--- config.mk ---
export PLATFORM = sky130hd
export DESIGN_NAME = wptr_full
export DESIGN_NICKNAME = d
export VERILOG_FILES = /design/src/rtl/wptr_full.sv
export SDC_FILE = /design/constraint.sdc
export NUM_CORES = 1
export LEC_CHECK = 0
export CORE_MARGIN = 1
export CORE_UTILIZATION = 39
export CTS_BUF_LIST = sky130_fd_sc_hd__clkbuf_4 sky130_fd_sc_hd__clkbuf_8 sky130_fd_sc_hd__clkbuf_16
export CTS_CLUSTER_SIZE = 10
export DETAILED_ROUTE_END_ITERATION = 8
export GPL_TIMING_DRIVEN = 0
export MAX_ROUTING_LAYER = met4
export PLACE_DENSITY = 0.68
export RECOVER_POWER = 50
export SLEW_MARGIN = 15
export SYNTH_ARGS = -nofsm -noshare
export SYNTH_HDL_FRONTEND = slang
export SYNTH_SLANG_ARGS = --single-unit
--- constraint.sdc ---
create_clock -name wclk -period 4.4 [get_ports wclk]
set_input_delay 1.1 -clock wclk [delete_from_list [all_inputs] [get_ports wclk]]
set_output_delay 1.1 -clock wclk [all_outputs]
set_load 0.01 [all_outputs]
--- src/rtl/wptr_full.sv ---
// Write-domain pointer/full controller for a 2^ADDRSIZE-deep dual-clock FIFO.
// Synchronises the Gray read pointer and produces full, almost-full, fill level and overflow.
module wptr_full #(
    parameter int ADDRSIZE     = 9,
    parameter int AFULL_THRESH = 496
) (
    input  logic                wclk,
    input  logic                wrst_n,
    input  logic                winc,
    input  logic [ADDRSIZE:0]   rptr,
    input  logic                wovf_clr,
    output logic                wclken,
    output logic [ADDRSIZE-1:0] waddr,
    output logic [ADDRSIZE:0]   wptr,
    output logic                wfull,
    output logic                walmost_full,
    output logic [ADDRSIZE:0]   wlevel,
    output logic                wovf
);
    localparam int PW = ADDRSIZE + 1;
    localparam logic [ADDRSIZE:0] AFULL_C = PW'(AFULL_THRESH);

    function automatic logic [ADDRSIZE:0] bin2gray(input logic [ADDRSIZE:0] b);
        return (b >> 1) ^ b;
    endfunction

    function automatic logic [ADDRSIZE:0] gray2bin(input logic [ADDRSIZE:0] g);
        logic [ADDRSIZE:0] b;
        b[ADDRSIZE] = g[ADDRSIZE];
        for (int i = ADDRSIZE - 1; i >= 0; i--) begin
            b[i] = b[i+1] ^ g[i];
        end
        return b;
    endfunction

    logic [ADDRSIZE:0] wbin_q,     wbin_d;
    logic [ADDRSIZE:0] wptr_q,     wptr_d;
    logic [ADDRSIZE:0] wq1_rptr_q;
    logic [ADDRSIZE:0] wq2_rptr_q;
    logic [ADDRSIZE:0] wlevel_q,   wlevel_d;
    logic              wfull_q,    wfull_d;
    logic              wafull_q,   wafull_d;
    logic              wovf_q,     wovf_d;
    logic [ADDRSIZE:0] wq2_rbin_s;
    logic              wclken_s;

    assign wclken_s = winc & ~wfull_q;

    // Next-state: pointer advance, full/level against the synchronised read pointer, overflow.
    always_comb begin
        wbin_d     = wbin_q + {{ADDRSIZE{1'b0}}, wclken_s};
        wptr_d     = bin2gray(wbin_d);
        wq2_rbin_s = gray2bin(wq2_rptr_q);
        wlevel_d   = wbin_d - wq2_rbin_s;
        // Full when the write pointer is one lap (MSB and next bit inverted in Gray) ahead.
        wfull_d    = (wptr_d == {~wq2_rptr_q[ADDRSIZE:ADDRSIZE-1], wq2_rptr_q[ADDRSIZE-2:0]});
        wafull_d   = (wlevel_d >= AFULL_C);
        if (winc && wfull_q) begin
            wovf_d = 1'b1;
        end else if (wovf_clr) begin
            wovf_d = 1'b0;
        end else begin
            wovf_d = wovf_q;
        end
    end

    // State registers, including the two-stage read-pointer synchroniser.
    always_ff @(posedge wclk or negedge wrst_n) begin
        if (!wrst_n) begin
            wbin_q     <= '0;
            wptr_q     <= '0;
            wq1_rptr_q <= '0;
            wq2_rptr_q <= '0;
            wlevel_q   <= '0;
            wfull_q    <= 1'b0;
            wafull_q   <= 1'b0;
            wovf_q     <= 1'b0;
        end else begin
            wbin_q     <= wbin_d;
            wptr_q     <= wptr_d;
            wq1_rptr_q <= rptr;
            wq2_rptr_q <= wq1_rptr_q;
            wlevel_q   <= wlevel_d;
            wfull_q    <= wfull_d;
            wafull_q   <= wafull_d;
            wovf_q     <= wovf_d;
        end
    end

    assign wclken       = wclken_s;
    assign waddr        = wbin_q[ADDRSIZE-1:0];
    assign wptr         = wptr_q;
    assign wfull        = wfull_q;
    assign walmost_full = wafull_q;
    assign wlevel       = wlevel_q;
    assign wovf         = wovf_q;

endmodule
==> impl_results.md, run 1 <==
* Synth Register Bits at 52
* Cell Rows at 28
* Bufs on Longest Clock Path at 2
* Hold WS at approximately 0.35 ns
* Core area at 0.00589 mm^2
* Clock transition at the registers of the reported paths at ~0.08 ns
* DR pass1 iterations at 4
* Register area share after synthesis at 0.549
* WL final at about 3.8 mm
* Vias at roughly 1.4k
* Buffers on Ports at 46
* Slowest CP cell: or4_1
* Synthesized area at approximately 0.0024 mm^2
* Max capacitance violation total at 1
* Class of the worst hold path: reg -> reg
* Synth cell types at 36
* CTS sink cnt at 52
* Hold Path Cell Cnt at 0
* Finished Cell Area at 0.00307 mm^2
* CP Launch Type: input pin
* Combinational share of power at 0.535
* Worst setup path startpoint: winc
* Cells along the critical path: clkdlybuf4s50_1, nor2b_1, ha_1, ha_2, nand2_1, nor2_2, xnor2_2, inv_1, ha_1, or4_1, o32ai_2, o21ai_0, xnor2_1, a41o_1
* Failing checks: capacitance limit, slew limit
* Total CTS buffers at 5
* R2R Path Start: wq2_rptr_q[9]$_DFF_PN0_
* Area contributors post-synth: dfrtp_1, xnor2_1, xor2_1
* Final Cycle Share at 0.953
* Final hold violation count at 0
* Worst path most repeated cell: ha_1
* Global-route wire length before repair at roughly 6.4 mm
* Syn-to-layout area delta at 29.5%
* Min-delay src: wq1_rptr_q[7]$_DFF_PN0_
* Clk root buf: clkbuf_8
* Initial antenna violation count at 0
* CP Max Fanout at 4
* Power density cells at between 600 and 700 mW/mm^2
* Sequential power share at 0.329
* Final min period at approximately 4.2 ns
* Layout net count at between 200 and 300
* WL per Instance at approximately 12 um
* Pwr Total at about 0.0021 W
* Final cell count without fillers at approximately 320
* Commonest non-fill, non-tap cell in the layout: dfrtp_1
* Synth Instances at approximately 190
* Setup Viol. Count Final at 0
* HPWL Detailed at between 2 and 3 mm
* P_int at roughly 0.0013 W
* Worst Reg-to-Reg Cells at 14
* Placed inst area at 0.00294 mm^2
* Global route overflow at 0
* Post-route ant nets at 0
* N_diodes at 0
* F_max at between 0.2 and 0.25 GHz
* Top FF cell, synth: dfrtp_1
* Clk network pwr share at 0.136
* Post-Syn Area per Cell at approximately 13 um^2
* CP arrival at 4.38 ns
* DRC viols at 0
* Setup Crit Path Kind: in -> reg
* RSZ-0062 raised after global routing: no
* Worst skew pair latency at ~0.3 ns
* Placer Congestion at between 0.8 and 0.9
* Synth area leader: dfrtp_1
* Net count after synthesis at ~210
* Post-synth ARST share at 1.00
* Setup TNS at 0 ns
* Top cell type's share of synthesized area at 0.549
* Vias in the first global route at 1,449
* Static Leak at between 1 and 1.5 nW
* Initial detailed-routing violation count at around 50
* NetSw at between 0.0007 and 0.0008 W
* Ys Warns at 0
* Worst vdd ir at around 0.00027 V
* DIE AREA at roughly 0.0064 mm^2
* Worst setup EP type: flip-flop
* Max incr delay on CP at 0.50 ns
* Layout Skew at 0.00464 ns
* Vias per cell at ~4.5
* Layout cells sized above 1 at 0.0913
* Starting Density at 0.402
* Die Span X at between 70 and 80 um
* Fraction of power spent switching nets at 0.362
* Die Ht at 79.9 um
* Fin. max-slew vios at 33
* CP required at 4.59 ns
* Largest net degree at the start of global routing at 33
* Dpl cells at approximately 300
* Tot GR Track Use at 0.138
* Worst slew margin at -0.0664
* Outcome: complete, but fails checks
* Highest-count cells in the layout ignoring fill and taps: dfrtp_1, clkdlybuf4s50_1, xnor2_1, xor2_1, inv_1
* Post-synth EDFFs at 0
* Worst Tran Pin Value at 1.60 ns
* CTS tree: done
* H-Tree Level Count at 2
* I/O pin count at between 40 and 50
[stage by stage]
stage / util / setup WS [ns]
2_1_floorplan: - / 0.441
3_5_place_dp: 0.499 / -0.332
3_3_place_gp: 0.497 / -0.267
4_1_cts: 0.517 / 0.0510
6_report: 0.521 / 0.209
5_1_grt: 0.521 / 0.0454
[layout make-up]
class / count / area [um^2]
fillers: 526 / 2820
flip-flops and latches: 52 / 1300
multi-input cells: 118 / 1050
repair buffers: 48 / 465
clock buffers: 8 / 97.6
well taps: 75 / 93.8
inverters: 13 / 48.8
plain buffers: 2 / 7.51
[worst paths after layout]
path	slack (ns)	end
max	0.21	walmost_full$_DFF_PN0_
min	0.35	wq2_rptr_q[7]$_DFF_PN0_
max reg2reg	0.67	walmost_full$_DFF_PN0_
min reg2reg	0.35	wq2_rptr_q[7]$_DFF_PN0_
max in group asynchronous	1.44	wptr[2]$_DFF_PN0_
min in group asynchronous	0.95	wq1_rptr_q[1]$_DFF_PN0_
[synthesized netlist by cell type (2+ instances only)]
cell / instances
nor3_1: 6
nand2b_1: 2
nor2b_1: 3
and2_1: 2
xor2_2: 3
nor2_1: 7
xnor3_1: 3
xor2_1: 16
clkbuf_1: 2
dfrtp_1: 52
nand3_1: 4
nand2_1: 8
ha_1: 11
a21oi_1: 4
o21a_1: 3
xnor2_1: 24
inv_1: 13
o21ai_0: 4
[power by group through the flow]
stage	sequential [W]	clock (W)	combinational, W
floorplan	0.000734	0	0.000665
global placement	0.000687	0	0.00106
detailed placement	0.000685	0	0.00108
CTS	0.000678	0.000293	0.00110
global route	0.000696	0.000312	0.00123
finish	0.000682	0.000282	0.00111
[worst max-delay path: cells and delay by family]
kind | cells | cell delay, ns
AOI/OAI and AO/OA | 3 | 0.67
xor gates and xnor gates | 2 | 0.35
adders and majority gates | 3 | 0.70
buffers and inverters | 2 | 0.57
and+or+nand+nor | 4 | 0.99
[timing repair]
| action | 4_1_cts | 5_1_grt |
|---|---|---|
| buffers inserted | 0 | 1 |
| resized for setup | 1 | 6 |
| hold buffers | 0 | 0 |
| endpoints found under the setup margin | 1 | 1 |
[metal layers]
metal,part of all wire,vias up,global-route usage
met1,0.46,665,0.171
met3,0.050,6,0.0389
met4,0.017,0,0.0571
li1,-,712,-
met5,0,-,-
met2,0.47,41,0.211
[cells by family after synthesis]
kind of cell / after synthesis / synth area share
multiplexers: 1 / 0.00423
flip-flops: 52 / 0.549
AO/OA/AOI/OAI: 18 / 0.0523
buffers and inverters: 15 / 0.0238
adder cells (fa/ha/maj): 12 / 0.0666
XOR/XNOR: 48 / 0.219
AND/OR/NAND/NOR: 39 / 0.0851
[sequential cells by signal, indices dropped and copies added, names as in the netlist]
name          count
wovf              1
wlevel           10
wq1_rptr_q       10
walmost_full      1
wfull             1
wq2_rptr_q       10
wptr              9
wbin_q           10
Note: power is estimated with default switching activity, not from simulation.
==> run 2, diff against run 1 <==
--- a/config.mk
+++ b/config.mk
@@ -11,6 +11,7 @@
 export CTS_CLUSTER_SIZE = 10
 export DETAILED_ROUTE_END_ITERATION = 8
 export GPL_TIMING_DRIVEN = 0
+export HOLD_SLACK_MARGIN = 0.1
 export MAX_ROUTING_LAYER = met4
 export PLACE_DENSITY = 0.68
 export RECOVER_POWER = 50
==> results of run 2 <==
Same layout as run 1: the final DEF is identical, and so are final timing and power.
==> run 3, diff against run 2 <==
--- a/config.mk
+++ b/config.mk
@@ -6,14 +6,13 @@
 export NUM_CORES = 1
 export LEC_CHECK = 0
 export CORE_MARGIN = 1
-export CORE_UTILIZATION = 39
+export CORE_UTILIZATION = 40
 export CTS_BUF_LIST = sky130_fd_sc_hd__clkbuf_4 sky130_fd_sc_hd__clkbuf_8 sky130_fd_sc_hd__clkbuf_16
 export CTS_CLUSTER_SIZE = 10
 export DETAILED_ROUTE_END_ITERATION = 8
 export GPL_TIMING_DRIVEN = 0
-export HOLD_SLACK_MARGIN = 0.1
 export MAX_ROUTING_LAYER = met4
-export PLACE_DENSITY = 0.68
+export PLACE_DENSITY = 0.69
 export RECOVER_POWER = 50
 export SLEW_MARGIN = 15
 export SYNTH_ARGS = -nofsm -noshare
==> run 3 against run 2 <==
The run still ends with capacitance limit, slew limit left; sequential share of layout area is 0.069 points lower; flip-flop and latch count stayed put; maximum frequency is 0.59% higher; sequential power hardly changed; clock power is 9.9% lower.
==> impl_results.md, run 3 (synthesis gave the netlist of run 1 again) <==
* Outcome: complete, but fails checks
* Failing checks: capacitance limit, slew limit
* Global-route wire length before repair at 6.80 mm (+6.1%)
* Tot GR Track Use at 0.150 (+0.0127)
* Clk root buf: clkbuf_8
* DR pass1 iterations at 4 (unchanged)
* Final hold violation count at 0 (unchanged)
* CP required at 4.59 ns (about the same)
* Global route overflow at 0 (unchanged)
* Max capacitance violation total at 1 (unchanged)
* Fin util at 0.548 (+0.0267)
* Post-route ant nets at 0 (unchanged)
* Layout Skew at 0.00225 ns (-0.00239 ns)
* Worst path most repeated cell: ha_1
* CP arrival at 4.36 ns (-0.02 ns)
* Max incr delay on CP at 0.50 ns (about the same)
* HPWL Detailed at 2.85 mm (+0.16%)
* Initial detailed-routing violation count at 80 (+63%)
* WL final at 3.82 mm (+1.8%)
* R2R Path End: walmost_full$_DFF_PN0_
* Placed inst area at 0.00293 mm^2 (-0.13%)
* Initial antenna violation count at 0 (unchanged)
* Layout net count at 267 (+0.38%)
* Hold Crit Endpoint: wq2_rptr_q[9]$_DFF_PN0_
* Setup TNS at 0 ns (unchanged)
* Min-delay src: wq1_rptr_q[9]$_DFF_PN0_
* Vias at 1,438 (+0.98%)
* Vias in the first global route at 1,489 (+2.8%)
* WL per Instance at 12.2 um (+2.7%)
* Core area at 0.00561 mm^2 (-4.7%)
* Power density cells at 668 mW/mm^2 (-1.2%)
* Class of the worst hold path: reg -> reg
* Clock transition at the registers of the reported paths at 0.08 ns (about the same)
* CP Max Fanout at 4 (unchanged)
* Hold Path Cell Cnt at 0 (unchanged)
* Highest-count cells in the layout ignoring fill and taps: dfrtp_1, clkdlybuf4s50_1, xnor2_1, inv_1, xor2_1
* Die Ht at 79.0 um (-1.2%)
* H-Tree Level Count at 2 (unchanged)
* Commonest non-fill, non-tap cell in the layout: dfrtp_1
* R2R setup slack at 0.71 ns (+0.04 ns)
* CTS sink cnt at 52 (unchanged)
* CP Launch Type: input pin
* DRC viols at 0 (unchanged)
* R2R Path Start: wq2_rptr_q[9]$_DFF_PN0_
* Cell Rows at 27 (-3.6%)
* Die Span X at 79.0 um (-1.2%)
* Slowest CP cell: or4_1
* Worst Reg-to-Reg Cells at 13 (-1)
* DIE AREA at 0.00623 mm^2 (-2.4%)
* Syn-to-layout area delta at 29.7%
* Layout cells sized above 1 at 0.0996 (+0.00830)
* Buffers on Ports at 46 (unchanged)
* Total CTS buffers at 5 (unchanged)
* Worst skew pair latency at 0.30 ns (about the same)
* Static Leak at 1.36 nW (-0.36%)
* Cells along the critical path: clkdlybuf4s50_1, nor2b_1, ha_1, ha_2, nand2_1, nor2_4, xnor2_2, inv_1, ha_1, or4_1, o32ai_2, o21ai_0, xnor2_1, a41o_1
* Worst slew margin at -0.0739 (-0.00744)
* Vias per cell at 4.59 (+2.0%)
* Largest net degree at the start of global routing at 33 (unchanged)
* F_max at 0.240 GHz (+0.59%)
* I/O pin count at 47 (unchanged)
* Finished Cell Area at 0.00307 mm^2 (+0.16%)
* N_diodes at 0 (unchanged)
* CTS tree: done
* Placer Congestion at 0.828 (+3.1%)
* Worst vdd ir at 0.000429 V (+60%)
* Setup Viol. Count Final at 0 (unchanged)
* Hold WS at 0.349 ns (-0.00230 ns)
* Worst setup EP type: flip-flop
* Worst Tran Pin Value at 1.61 ns (+0.0112 ns)
* Final Cycle Share at 0.947 (-0.00561)
* Setup Crit Path Kind: in -> reg
* Bufs on Longest Clock Path at 2 (unchanged)
* Fin. max-slew vios at 33 (unchanged)
* Starting Density at 0.422 (+0.0199)
* Final min period at 4.17 ns (-0.0247 ns)
==> run 3: worst max-delay path: cells and delay by family <==
family,cells,cell delay (ns)
and+or+nand+nor,4,0.95
adders and majority gates,3,0.71
AOI/OAI and AO/OA,3,0.68
buffers and inverters,2,0.57
xor gates and xnor gates,2,0.35
==> run 3: final cells by class <==
cell class	instances	area, um^2
repair buffers	49	473
clock buffers	6	76.3
plain buffers	2	7.51
multi-input cells	118	1070
fillers	490	2530
well taps	72	90.1
inverters	13	48.8
flip-flops and latches	52	1300
clock inverters	1	5.00
==> run 3: worst max path at each step <==
stage	slack, ns	start	cells past startpoint	to
global route	-0.02	winc	13	walmost_full$_DFF_PN0_
CTS	0.007	winc	14	walmost_full$_DFF_PN0_
finish	0.23	winc	14	walmost_full$_DFF_PN0_
detailed placement	-0.31	winc	14	walmost_full$_DFF_PN0_
global placement	-0.27	winc	14	walmost_full$_DFF_PN0_
floorplan	0.44	winc	13	walmost_full$_DFF_PN0_
==> run 3: routing by layer <==
metal  track usage  wire (um)  vias up
li1              -          -      717
met1         0.190       1760      677
met2         0.230       1820       38
met3        0.0345        157        6
met4        0.0709         85        0
met5             -          0        -
==> run 3: where the power goes <==
part / leakage (nW) / total (W) / switching [W] / internal (W)
registers: 0.630 / 0.000680 / 0.0000717 / 0.000609
clock network: 0.0445 / 0.000254 / 0.000140 / 0.000114
logic: 0.682 / 0.00112 / 0.000537 / 0.000583
==> run 3: timing repair <==
action                                 CTS  global route
buffers inserted                         0             2
resized for setup                        0            10
hold buffers                             0             0
setup endpoints to repair                0             3
endpoints found under the hold margin    0             0
==> run 3: metrics by stage <==
stage	setup slack (ns)	total power, W	instances
floorplan	0.441	0.00140	185
global placement	-0.265	0.00175	303
detailed placement	-0.309	0.00176	304
CTS	0.00726	0.00204	311
global route	-0.0206	0.00223	313
finish	0.233	0.00205	313
